**config.mk**
```make
export PLATFORM = sky130hd
export DESIGN_NAME = spi_ram_master
export DESIGN_NICKNAME = d
export VERILOG_FILES = /design/src/rtl/spi_ram_pkg.sv /design/src/rtl/spi_shifter.sv /design/src/rtl/spi_ram_master.sv
export SDC_FILE = /design/constraint.sdc
export NUM_CORES = 1
export LEC_CHECK = 0
export ABC_AREA = 0
export BUFFER_PORTS_ARGS = -buffer_cell sky130_fd_sc_hd__buf_2
export CELL_PAD_IN_SITES_DETAIL_PLACEMENT = 0
export CELL_PAD_IN_SITES_GLOBAL_PLACEMENT = 2
export CORE_UTILIZATION = 38
export CTS_CLUSTER_SIZE = 20
export DETAILED_ROUTE_END_ITERATION = 8
export GPL_TIMING_DRIVEN = 0
export PLACE_DENSITY_LB_ADDON = 0.1
export SYNTH_ARGS = -nofsm -noshare
export SYNTH_HDL_FRONTEND = slang
export SYNTH_HIERARCHICAL = 1
export SYNTH_SLANG_ARGS = --single-unit
```
**constraint.sdc**
```tcl
create_clock -name clk -period 5.3 [get_ports clk]
set_input_delay 1.325 -clock clk [delete_from_list [all_inputs] [get_ports clk]]
set_output_delay 1.325 -clock clk [all_outputs]
set_load 0.005 [all_outputs]
```
**src/rtl/spi_ram_pkg.sv**
```systemverilog
// Shared opcodes, frame geometry and FSM encoding for the SPI RAM master.
package spi_ram_pkg;

    localparam int FRAME_W = 10;
    localparam int DATA_W  = 8;

    localparam logic [1:0] OP_WR_ADDR = 2'b00;
    localparam logic [1:0] OP_WR_DATA = 2'b01;
    localparam logic [1:0] OP_RD_ADDR = 2'b10;
    localparam logic [1:0] OP_RD_DATA = 2'b11;

    typedef enum logic [2:0] {
        IDLE,
        START,
        SHIFT,
        WAIT,
        RECV,
        END
    } state_t;

endpackage

```
**src/rtl/spi_shifter.sv**
```systemverilog
// Shift register with parallel load, MSB serial out and LSB serial in.
module spi_shifter
    import spi_ram_pkg::*;
#(
    parameter int W = 8
) (
    input  logic         clk,
    input  logic         rst,
    input  logic         load,
    input  logic [W-1:0] load_data,
    input  logic         shift_en,
    input  logic         sin,
    output logic         sout,
    output logic [W-1:0] q
);

    always_ff @(posedge clk) begin
        if (rst) begin
            q <= '0;
        end else if (load) begin
            q <= load_data;
        end else if (shift_en) begin
            q <= {q[W-2:0], sin};
        end
    end

    assign sout = q[W-1];

endmodule

```
**src/rtl/spi_ram_master.sv**
```systemverilog
// SPI master that serialises {op, data} frames to the RAM slave wrapper and
// returns the byte read back on op 11 frames.
//
// state | meaning
// IDLE  | ready for a request, SS_n high
// START | SS_n low, MOSI 0 for one cycle
// SHIFT | frame bits 9..0 on MOSI
// WAIT  | RD_LAT cycles of slave read latency (op 11 only)
// RECV  | 8 MISO bits shifted in, MSB first
// END   | GAP cycles with SS_n high before returning to IDLE
module spi_ram_master
    import spi_ram_pkg::*;
#(
    parameter int RD_LAT = 2,
    parameter int GAP    = 1
) (
    input  logic       clk,
    input  logic       rst,
    input  logic       req_valid,
    output logic       req_ready,
    input  logic [1:0] req_op,
    input  logic [7:0] req_data,
    output logic       rsp_valid,
    output logic [7:0] rsp_data,
    output logic       busy,
    output logic       SS_n,
    output logic       MOSI,
    input  logic       MISO
);

    localparam int CNT_W = 8;
    localparam logic [CNT_W-1:0] SHIFT_LOAD = CNT_W'(FRAME_W - 1);
    localparam logic [CNT_W-1:0] LAT_LOAD   = CNT_W'(RD_LAT - 1);
    localparam logic [CNT_W-1:0] RECV_LOAD  = CNT_W'(DATA_W - 1);
    localparam logic [CNT_W-1:0] GAP_LOAD   = CNT_W'(GAP - 1);

    state_t             state, state_nxt;
    logic [CNT_W-1:0]   cnt, cnt_nxt;
    logic               is_read;
    logic               accept;
    logic               rsp_fire;

    logic               tx_sout;
    logic [FRAME_W-1:0] tx_q;
    logic               rx_sout;
    logic [DATA_W-1:0]  rx_q;
    logic               unused_bits;

    spi_shifter #(.W(FRAME_W)) u_tx (
        .clk       (clk),
        .rst       (rst),
        .load      (accept),
        .load_data ({req_op, req_data}),
        .shift_en  (state_nxt == SHIFT),
        .sin       (1'b0),
        .sout      (tx_sout),
        .q         (tx_q)
    );

    spi_shifter #(.W(DATA_W)) u_rx (
        .clk       (clk),
        .rst       (rst),
        .load      (1'b0),
        .load_data ('0),
        .shift_en  (state == RECV),
        .sin       (MISO),
        .sout      (rx_sout),
        .q         (rx_q)
    );

    assign unused_bits = ^{tx_q, rx_sout, rx_q[DATA_W-1]};

    always_comb begin
        state_nxt = state;
        cnt_nxt   = cnt;
        accept    = 1'b0;
        rsp_fire  = 1'b0;
        case (state)
            IDLE: begin
                if (req_valid && req_ready) begin
                    accept    = 1'b1;
                    state_nxt = START;
                end
            end
            START: begin
                state_nxt = SHIFT;
                cnt_nxt   = SHIFT_LOAD;
            end
            SHIFT: begin
                if (cnt == '0) begin
                    state_nxt = is_read ? WAIT : END;
                    cnt_nxt   = is_read ? LAT_LOAD : GAP_LOAD;
                end else begin
                    cnt_nxt = cnt - CNT_W'(1);
                end
            end
            WAIT: begin
                if (cnt == '0) begin
                    state_nxt = RECV;
                    cnt_nxt   = RECV_LOAD;
                end else begin
                    cnt_nxt = cnt - CNT_W'(1);
                end
            end
            RECV: begin
                if (cnt == '0) begin
                    state_nxt = END;
                    cnt_nxt   = GAP_LOAD;
                    rsp_fire  = 1'b1;
                end else begin
                    cnt_nxt = cnt - CNT_W'(1);
                end
            end
            END: begin
                if (cnt == '0) begin
                    state_nxt = IDLE;
                end else begin
                    cnt_nxt = cnt - CNT_W'(1);
                end
            end
            default: state_nxt = IDLE;
        endcase
    end

    // Outputs are registered from the next state so pins line up with the state they belong to.
    always_ff @(posedge clk) begin
        if (rst) begin
            state     <= IDLE;
            cnt       <= '0;
            is_read   <= 1'b0;
            SS_n      <= 1'b1;
            MOSI      <= 1'b0;
            busy      <= 1'b0;
            req_ready <= 1'b0;
            rsp_valid <= 1'b0;
            rsp_data  <= '0;
        end else begin
            state     <= state_nxt;
            cnt       <= cnt_nxt;
            if (accept) begin
                is_read <= (req_op == OP_RD_DATA);
            end
            SS_n      <= !(state_nxt inside {START, SHIFT, WAIT, RECV});
            MOSI      <= (state_nxt == SHIFT) ? tx_sout : 1'b0;
            busy      <= (state_nxt != IDLE);
            req_ready <= (state_nxt == IDLE);
            rsp_valid <= rsp_fire;
            if (rsp_fire) begin
                rsp_data <= {rx_q[DATA_W-2:0], MISO};
            end
        end
    end

endmodule
```
After elaboration in Yosys (flattened, before gate mapping)
Cells that the tools add are included.
- add/subtract/negate cells: 1
- equality and inequality tests: 11
- mux-type cells: 19
- bitwise operators: 1
- reduce and logical (&&, ||, !) cells: 11
- operators with widths (operator ; count):
    $pmux W8 S5 ; 1
    $mux W8 ; 4
    $mux W10 ; 2
    $mux W3 ; 6
    $pmux W3 S6 ; 1
    $eq A3 B2 Y1 const B ; 4
    $eq A3 B3 Y1 const B ; 3
    $logic_not A8 Y1 ; 1
    $sub A8 B1 Y8 const B ; 1
    $eq A3 B1 Y1 const B ; 2
    $logic_not A3 Y1 ; 2
    $mux W1 ; 5
    $reduce_bool A5 Y1 ; 1
    $reduce_bool A4 Y1 ; 1
    $reduce_bool A3 Y1 ; 1
    $eq A2 B2 Y1 const B ; 1
    $ne A2 B2 Y1 const B ; 1
    $reduce_and A2 Y1 ; 1
    $reduce_bool A2 Y1 ; 1
    $reduce_or A2 Y1 ; 1
    $logic_and A1 B1 Y1 ; 1
    $logic_not A1 Y1 ; 1
    $not A1 Y1 ; 1
- bits in registers: 42
- output and inout bits: 13
- word-level logic and storage cells: 54

Longest topological paths before layout
Gate-level depths: netlist of run 1.
- word-level depth: 6
- depth in mapped cells: 9
- depth with buffers taken out: 8

Hierarchy
Netlist of run 1, hierarchy kept.
- modules (own cells, without submodules) (module ; times used ; cells each ; area each (µm²) ; sequential area each (µm²)):
    spi_ram_master ; 1 ; 153 ; 1302.5 ; 500.5
    spi_shifter at u_tx ; 1 ; 45 ; 467.9 ; 200.2
    spi_shifter at u_rx ; 1 ; 36 ; 376.6 ; 160.2

Worst setup path before layout of run 1
No wires, ideal clock.
- path type: input to register
- from: in req_valid
- to: reg SS_n
- setup time: 0.074 ns
- arrival time: 2.124 ns
- path slack: 3.102 ns
- stages: 5
- buffers on the path: 1
- cell sequence: and3_1 -> clkbuf_1 -> a211oi_1 -> a211oi_1 -> a31oi_1
- cells in the longest elaborated chain, start to end: 6
- RTL lines (element ; line ; text):
    start: declaration ; spi_ram_master.sv:19 ; input logic req_valid,
    $logic_and A1 B1 Y1 * ; spi_ram_master.sv:80 ; if (req_valid && req_ready) begin
    $mux W3 * ; spi_ram_master.sv:80 ;
    $pmux W3 S6 * ; spi_ram_master.sv:78 ; case (state)
    $eq A3 B1 Y1 (tied with other cells) ; spi_ram_master.sv:143 ; SS_n <= !(state_nxt inside {START, SHIFT, WAIT, RECV});
    $reduce_bool A4 Y1 * ; spi_ram_master.sv:143 ;
    $logic_not A1 Y1 * ; spi_ram_master.sv:143 ;
    end signal: assignment ; spi_ram_master.sv:143 ;
    end: declaration ; spi_ram_master.sv:26 ; output logic SS_n,
Mark *: on every way between the ends. The rest lies on a longest branch, timed or not.
A chain may end at the register's enable or synchronous reset.

Worst setup path after layout of run 1
- from: reg cnt[0]
- to: reg u_tx.q[9]
- cells in the longest elaborated chain, start to end: 5
- RTL lines (element ; line ; text):
    start: declaration ; spi_ram_master.sv:38 ; logic [CNT_W-1:0] cnt, cnt_nxt;
    start signal: assignment ; spi_ram_master.sv:139 ; cnt <= cnt_nxt;
    $logic_not A8 Y1 * ; -- ;
    $mux W3, on equally long branches ; -- ;
    $pmux W3 S6 * ; spi_ram_master.sv:78 ;
    $eq A3 B2 Y1 * ; spi_ram_master.sv:54 ; .shift_en (state_nxt == SHIFT),
    $reduce_bool A2 Y1 (no source line) * ; -- ;
    end signal: assignment ; spi_shifter.sv:21 ; q <= load_data;
    end signal: assignment ; spi_shifter.sv:23 ; q <= {q[W-2:0], sin};
    end: declaration ; spi_shifter.sv:14 ; output logic [W-1:0] q
Marks and branches as above.

==> results.py, run 1 <==
metrics = {
    "floorplanning": {
        "core-area_sq_mm": 0.00520,
        "fp.dieW_um": 76.1,
        "initial_core_util_pct": 40.1,
        "ios": 27,
        "die_area_sq_mm": 0.00580,
        "die_h_um": 76.1,
        "num_rows": 26,
    },
    "clock_network": {
        "cts_sinks": 42,
        "cts_tree": "built",
        "post-cts-setup-buffers": 0,
        "clock_path_buffers": 2,
        "clk_latency_ns": 0.30,
        "cts_hold_buf": 0,
        "cts_resized": 0,
        "path_clk_slew_ns": 0.08,
        "numCtsBuffers": 5,
        "cts_root_buffer": "clkbuf_8",
        "cts-htree-levels": 2,
    },
    "routing": {
        "drtPass1Iterations": 4,
        "drcViolationCount": 0,
        "via_per_inst": 4.94,
        "drtIter0Drc": 66,
        "dr_total_vias": 1714,
        "routedWlPerCell_um": 13.3,
        "routed_wl_mm": 4.63,
        "ant_nets": 0,
    },
    "yosys": {
        "synth_cells": 228,
        "netlist_area_sq_mm": 0.00209,
        "yosys_warnings": 6,
        "syn_avg_cell_area_sq_um": 9.16,
    },
    "placement": {
        "port_buffers": 26,
        "gp_congestion": 0.822,
        "dp_hpwl_mm": 3.30,
        "pre_cts_slack_ns": 2.68,
        "dpl-instance-area_sq_mm": 0.00236,
    },
    "sta": {
        "setup_tns_ns": 0,
        "skew_ns": 0.00596,
        "rsz0062_at_grt": "false",
        "setup-violations-final": 0,
        "relSlewSlack_pct": 62.2,
        "layout_setup_ws_ns": 2.90,
        "max_freq_mhz": 417,
        "worstMarginPinSlew_ns": 0.567,
        "finalCriticalPeriod_ns": 2.40,
        "drv_slew": 0,
        "period_share_pct": 45.3,
        "finalHoldViolCount": 0,
    },
    "cells_and_area": {
        "drive_gt1_share_pct": 18.1,
        "nNetsFinal": 291,
        "multi_input_area_sq_mm": 0.00120,
        "post-route-cell-area_sq_mm": 0.00247,
        "ff_latch_area_sq_um": 841,
        "diodes": 0,
        "area_growth_pct": 18.4,
        "fillers": 567,
    },
    "global_routing": {
        "grt_util_all_layers_pct": 17.1,
        "antenna_found_initial": 0,
        "grt_first_pass_wirelength_mm": 7.89,
        "grt_max_degree": 14,
        "gr-total-overflow": 0,
        "grt_pass1_vias": 1643,
    },
    "worst_setup_path": {
        "end_kind": "flop",
        "arrival_ns": 2.61,
        "cp.required_ns": 5.51,
        "worstPathMaxFanout": 10,
        "critical_path_class": "reg -> reg",
        "start_kind": "flop",
    },
    "outcome": {
        "outcome": "finished, final reports clean",
    },
    "job": {
        "cap_violations": 0,
    },
    "power": {
        "peakVddDrop_mv": 0.343,
        "powerDensity_mw_per_mm2": 603,
        "total_leakage_power_nw": 1.02,
        "power_mw": 1.49,
    },
    "min_path": {
        "hold_path_class": "reg -> reg",
    },
}
-- metal layers --
metal,vias to the layer above,track usage (%),wire length [um]
li1,892,-,-
met1,782,23.1,2330
met3,7,3.59,197
met5,-,0,0
met4,0,6.35,72
met2,33,26.6,2030
-- final timing paths --
path,slack (ns),from,to,depth (start not counted)
hold / removal,0.50,u_tx/q[9],MOSI,1
setup reg to reg,2.90,cnt[0],u_tx/q[9],9
hold reg to reg,0.50,u_tx/q[9],MOSI,1
setup / recovery,2.90,cnt[0],u_tx/q[9],9
-- worst max-delay path, stage by stage, from the launching register on --
cell and delay, ns:
dfxtp_1 0.35, inv_1 0.09, ha_1 0.27, nor4b_2 0.47, nand2_1 0.25, a21oi_1 0.26
nor2_1 0.08, buf_6 0.18, mux2i_1 0.12, a211oi_1 0.24
-- cell type report --
| cell class | count | area share (%) |
|---|---|---|
| Multi-Input combinational cell | 181 | 48.7 |
| Inverter | 5 | 0.759 |
| Buffer | 15 | 3.24 |
| Clock buffer | 6 | 2.94 |
| Sequential cell | 42 | 34.0 |
| Timing Repair Buffer | 26 | 5.26 |
| Clock inverter | 2 | 1.52 |
| Tap cell | 70 | 3.54 |
-- flip-flops by register name, summed over array words and instances (netlist names) --
name	cells
SS_n	1
is_read	1
rsp_data	8
rsp_valid	1
busy	1
u_tx/q	10
MOSI	1
state	3
u_rx/q	7
cnt	8
req_ready	1
-- metrics by stage --
| step | cells | hold WS, ns | utilization [%] |
|---|---|---|---|
| after CTS | 347 | 0.499 | 47.5 |
| after floorplan | 243 | 0.456 | - |
| after detailed placement | 339 | 0.481 | 45.4 |
| final | 347 | 0.498 | 47.5 |
| after global routing | 347 | 0.524 | 47.5 |
| after global placement | 339 | 0.471 | 45.4 |
-- power breakdown --
part / switching [mW] / total [mW] / leakage (nW) / internal [mW]
clock: 0.113 / 0.253 / 0.0514 / 0.141
sequential: 0.0666 / 0.466 / 0.344 / 0.399
combinational: 0.441 / 0.772 / 0.624 / 0.331
total: 0.620 / 1.49 / 1.02 / 0.871
-- layout by cell type, fill, tap and decap left out, drive strengths merged, types with 2 or more instances in the layout --
| cell type | n |
|---|---|
| conb | 16 |
| buf | 32 |
| a21oi | 9 |
| and3 | 2 |
| o21ai | 7 |
| nor2 | 25 |
| clkbuf | 15 |
| nor3 | 6 |
| nor4 | 2 |
| a32oi | 2 |
| nor2b | 23 |
| a31o | 2 |
| a31oi | 2 |
| dfxtp | 42 |
| mux2i | 25 |
| a211oi | 21 |
| nor4b | 2 |
| inv | 4 |
| xnor2 | 4 |
| nand2 | 7 |
| nand2b | 7 |
| a21o | 2 |
| or3 | 2 |
Power figures use the tool's default switching activity.
==> run 2, diff against run 1 <==
- CORE_UTILIZATION: 38 -> 35
- clock period: 5.3 -> 2.32 ns (I/O delays scaled with it)
==> results.py, run 2 (synthesis gave the netlist of run 1 again) <==
metrics = {
    "outcome": {
        "outcome": "finished, final reports clean",
    },
    "cells_and_area": {
        "utilization_pct": 44.1,
        "diodes": 0,
        "largest_reg_flops": 10,
        "fillers": 578,
        "mostFrequentLayoutCells": "42 x dfxtp_1, 27 x buf_2, 25 x mux2i_1, 23 x nor2b_1, 22 x nor2_1",
        "regMostFlops": "u_tx/q",
        "nNetsFinal": 292,
        "final_common_cell": "dfxtp_1",
        "area_growth_pct": 19.2,
        "finalNonFillerCells": 350,
        "reg_top3": "u_tx/q: 10 flops, cnt: 8 flops, rsp_data: 8 flops",
        "drive_gt1_share_pct": 19.1,
    },
    "floorplanning": {
        "initial_core_util_pct": 37.0,
        "num_rows": 27,
        "ios": 27,
        "fp.dieW_um": 79.2,
        "core-area_sq_mm": 0.00564,
        "die_area_sq_mm": 0.00628,
        "die_h_um": 79.2,
    },
    "routing": {
        "via_per_inst": 4.94,
        "drcViolationCount": 0,
        "routedWlPerCell_um": 13.1,
        "dr_total_vias": 1728,
        "ant_nets": 0,
        "routed_wl_mm": 4.58,
        "drtIter0Drc": 110,
        "drtPass1Iterations": 4,
    },
    "clock_network": {
        "path_clk_slew_ns": 0.08,
        "clk_latency_ns": 0.30,
        "clock_path_buffers": 2,
        "numCtsBuffers": 5,
        "cts_sinks": 42,
        "cts-htree-levels": 2,
        "cts_tree": "built",
        "cts_root_buffer": "clkbuf_8",
        "cts_hold_buf": 0,
    },
    "worst_setup_path": {
        "crit_top_cell": "a211oi_1",
        "critical_path_class": "reg -> reg",
        "arrival_ns": 2.28,
        "worstPathMaxFanout": 6,
        "cpPeakStageDelay_ns": 0.55,
        "cp_slowest_cell": "or4b_4",
        "start_kind": "flop",
        "end_kind": "flop",
        "r2r_cells": 7,
        "worstPathCellList": "inv_1 > ha_2 > or4b_4 > nor4_1 > a211oi_1 > a211oi_1 > a31oi_1",
        "cp.required_ns": 2.48,
    },
    "global_routing": {
        "grt_first_pass_wirelength_mm": 7.98,
        "grt_util_all_layers_pct": 16.3,
        "gr-total-overflow": 0,
        "antenna_found_initial": 0,
        "grt_max_degree": 14,
        "grt_pass1_vias": 1642,
    },
    "placement": {
        "place_inst": 341,
        "gp_congestion": 0.805,
        "dp_hpwl_mm": 3.34,
        "port_buffers": 26,
    },
    "sta": {
        "skew_ns": 0.00721,
        "finalCriticalPeriod_ns": 2.12,
        "drv_slew": 0,
        "period_share_pct": 91.3,
        "max_freq_mhz": 472,
        "finalHoldViolCount": 0,
        "setup-violations-final": 0,
        "rsz0062_at_grt": "false",
        "relSlewSlack_pct": 64.0,
        "worstMarginPinSlew_ns": 0.540,
    },
    "job": {
        "cap_violations": 0,
    },
    "min_path": {
        "hold_path_class": "reg -> reg",
        "whs_path_depth": 1,
    },
    "power": {
        "powerDensity_mw_per_mm2": 1370,
        "peakVddDrop_mv": 0.434,
        "total_leakage_power_nw": 1.03,
    },
}
## run 2: area by class of cell
type / count / area (sq um) / share of cell area (%)
clock buffers: 7 / 86.3 / 3.47
clock inverters: 1 / 8.76 / 0.352
flip-flops and latches: 42 / 841 / 33.8
multi-input cells: 181 / 1230 / 49.3
inverters: 5 / 18.8 / 0.754
well taps: 72 / 90.1 / 3.62
repair buffers: 27 / 138 / 5.53
plain buffers: 15 / 80.1 / 3.22
## run 2: through the flow
step	worst slack (ns)	area [sq um]	power [mW]	TNS, ns	hold WS (ns)
6_report	0.202	2490	3.41	0	0.488
2_1_floorplan	0.457	2140	2.44	0	0.456
3_3_place_gp	-0.0572	2360	2.86	-0.298	0.473
5_1_grt	0.0240	2490	3.70	0	0.505
3_5_place_dp	0.0634	2360	2.81	0	0.478
4_1_cts	0.0110	2460	3.33	0	0.491
## run 2: timing repair
item	4_1_cts	5_1_grt
setup endpoints to repair	0	14
setup buffers	0	1
resized for setup	0	4
## run 2: final timing paths
check,slack [ns],from,endpoint
max reg2reg,0.20,cnt[0],SS_n
min reg2reg,0.49,u_tx/q[9],MOSI
max,0.20,cnt[0],SS_n
min,0.49,u_tx/q[9],MOSI
## run 2: power breakdown
part,switching [mW],internal (mW),total (mW)
Clock,0.257,0.246,0.503
Combinational,1.00,0.824,1.82
Sequential,0.167,0.913,1.08
Total,1.43,1.98,3.41
## run 2: per-layer routing
layer	track usage, %	routed length [um]
met5	0	0
met4	6.00	77
met3	3.22	139
met2	25.3	2040
met1	22.2	2320
## run 2: critical path: cells and delay by family (launching register included)
family / cells / cell delay (ns)
compound gates: 3 / 0.43
fa+ha+maj: 1 / 0.24
buf+inv: 1 / 0.10
flops: 1 / 0.35
simple gates: 2 / 0.87
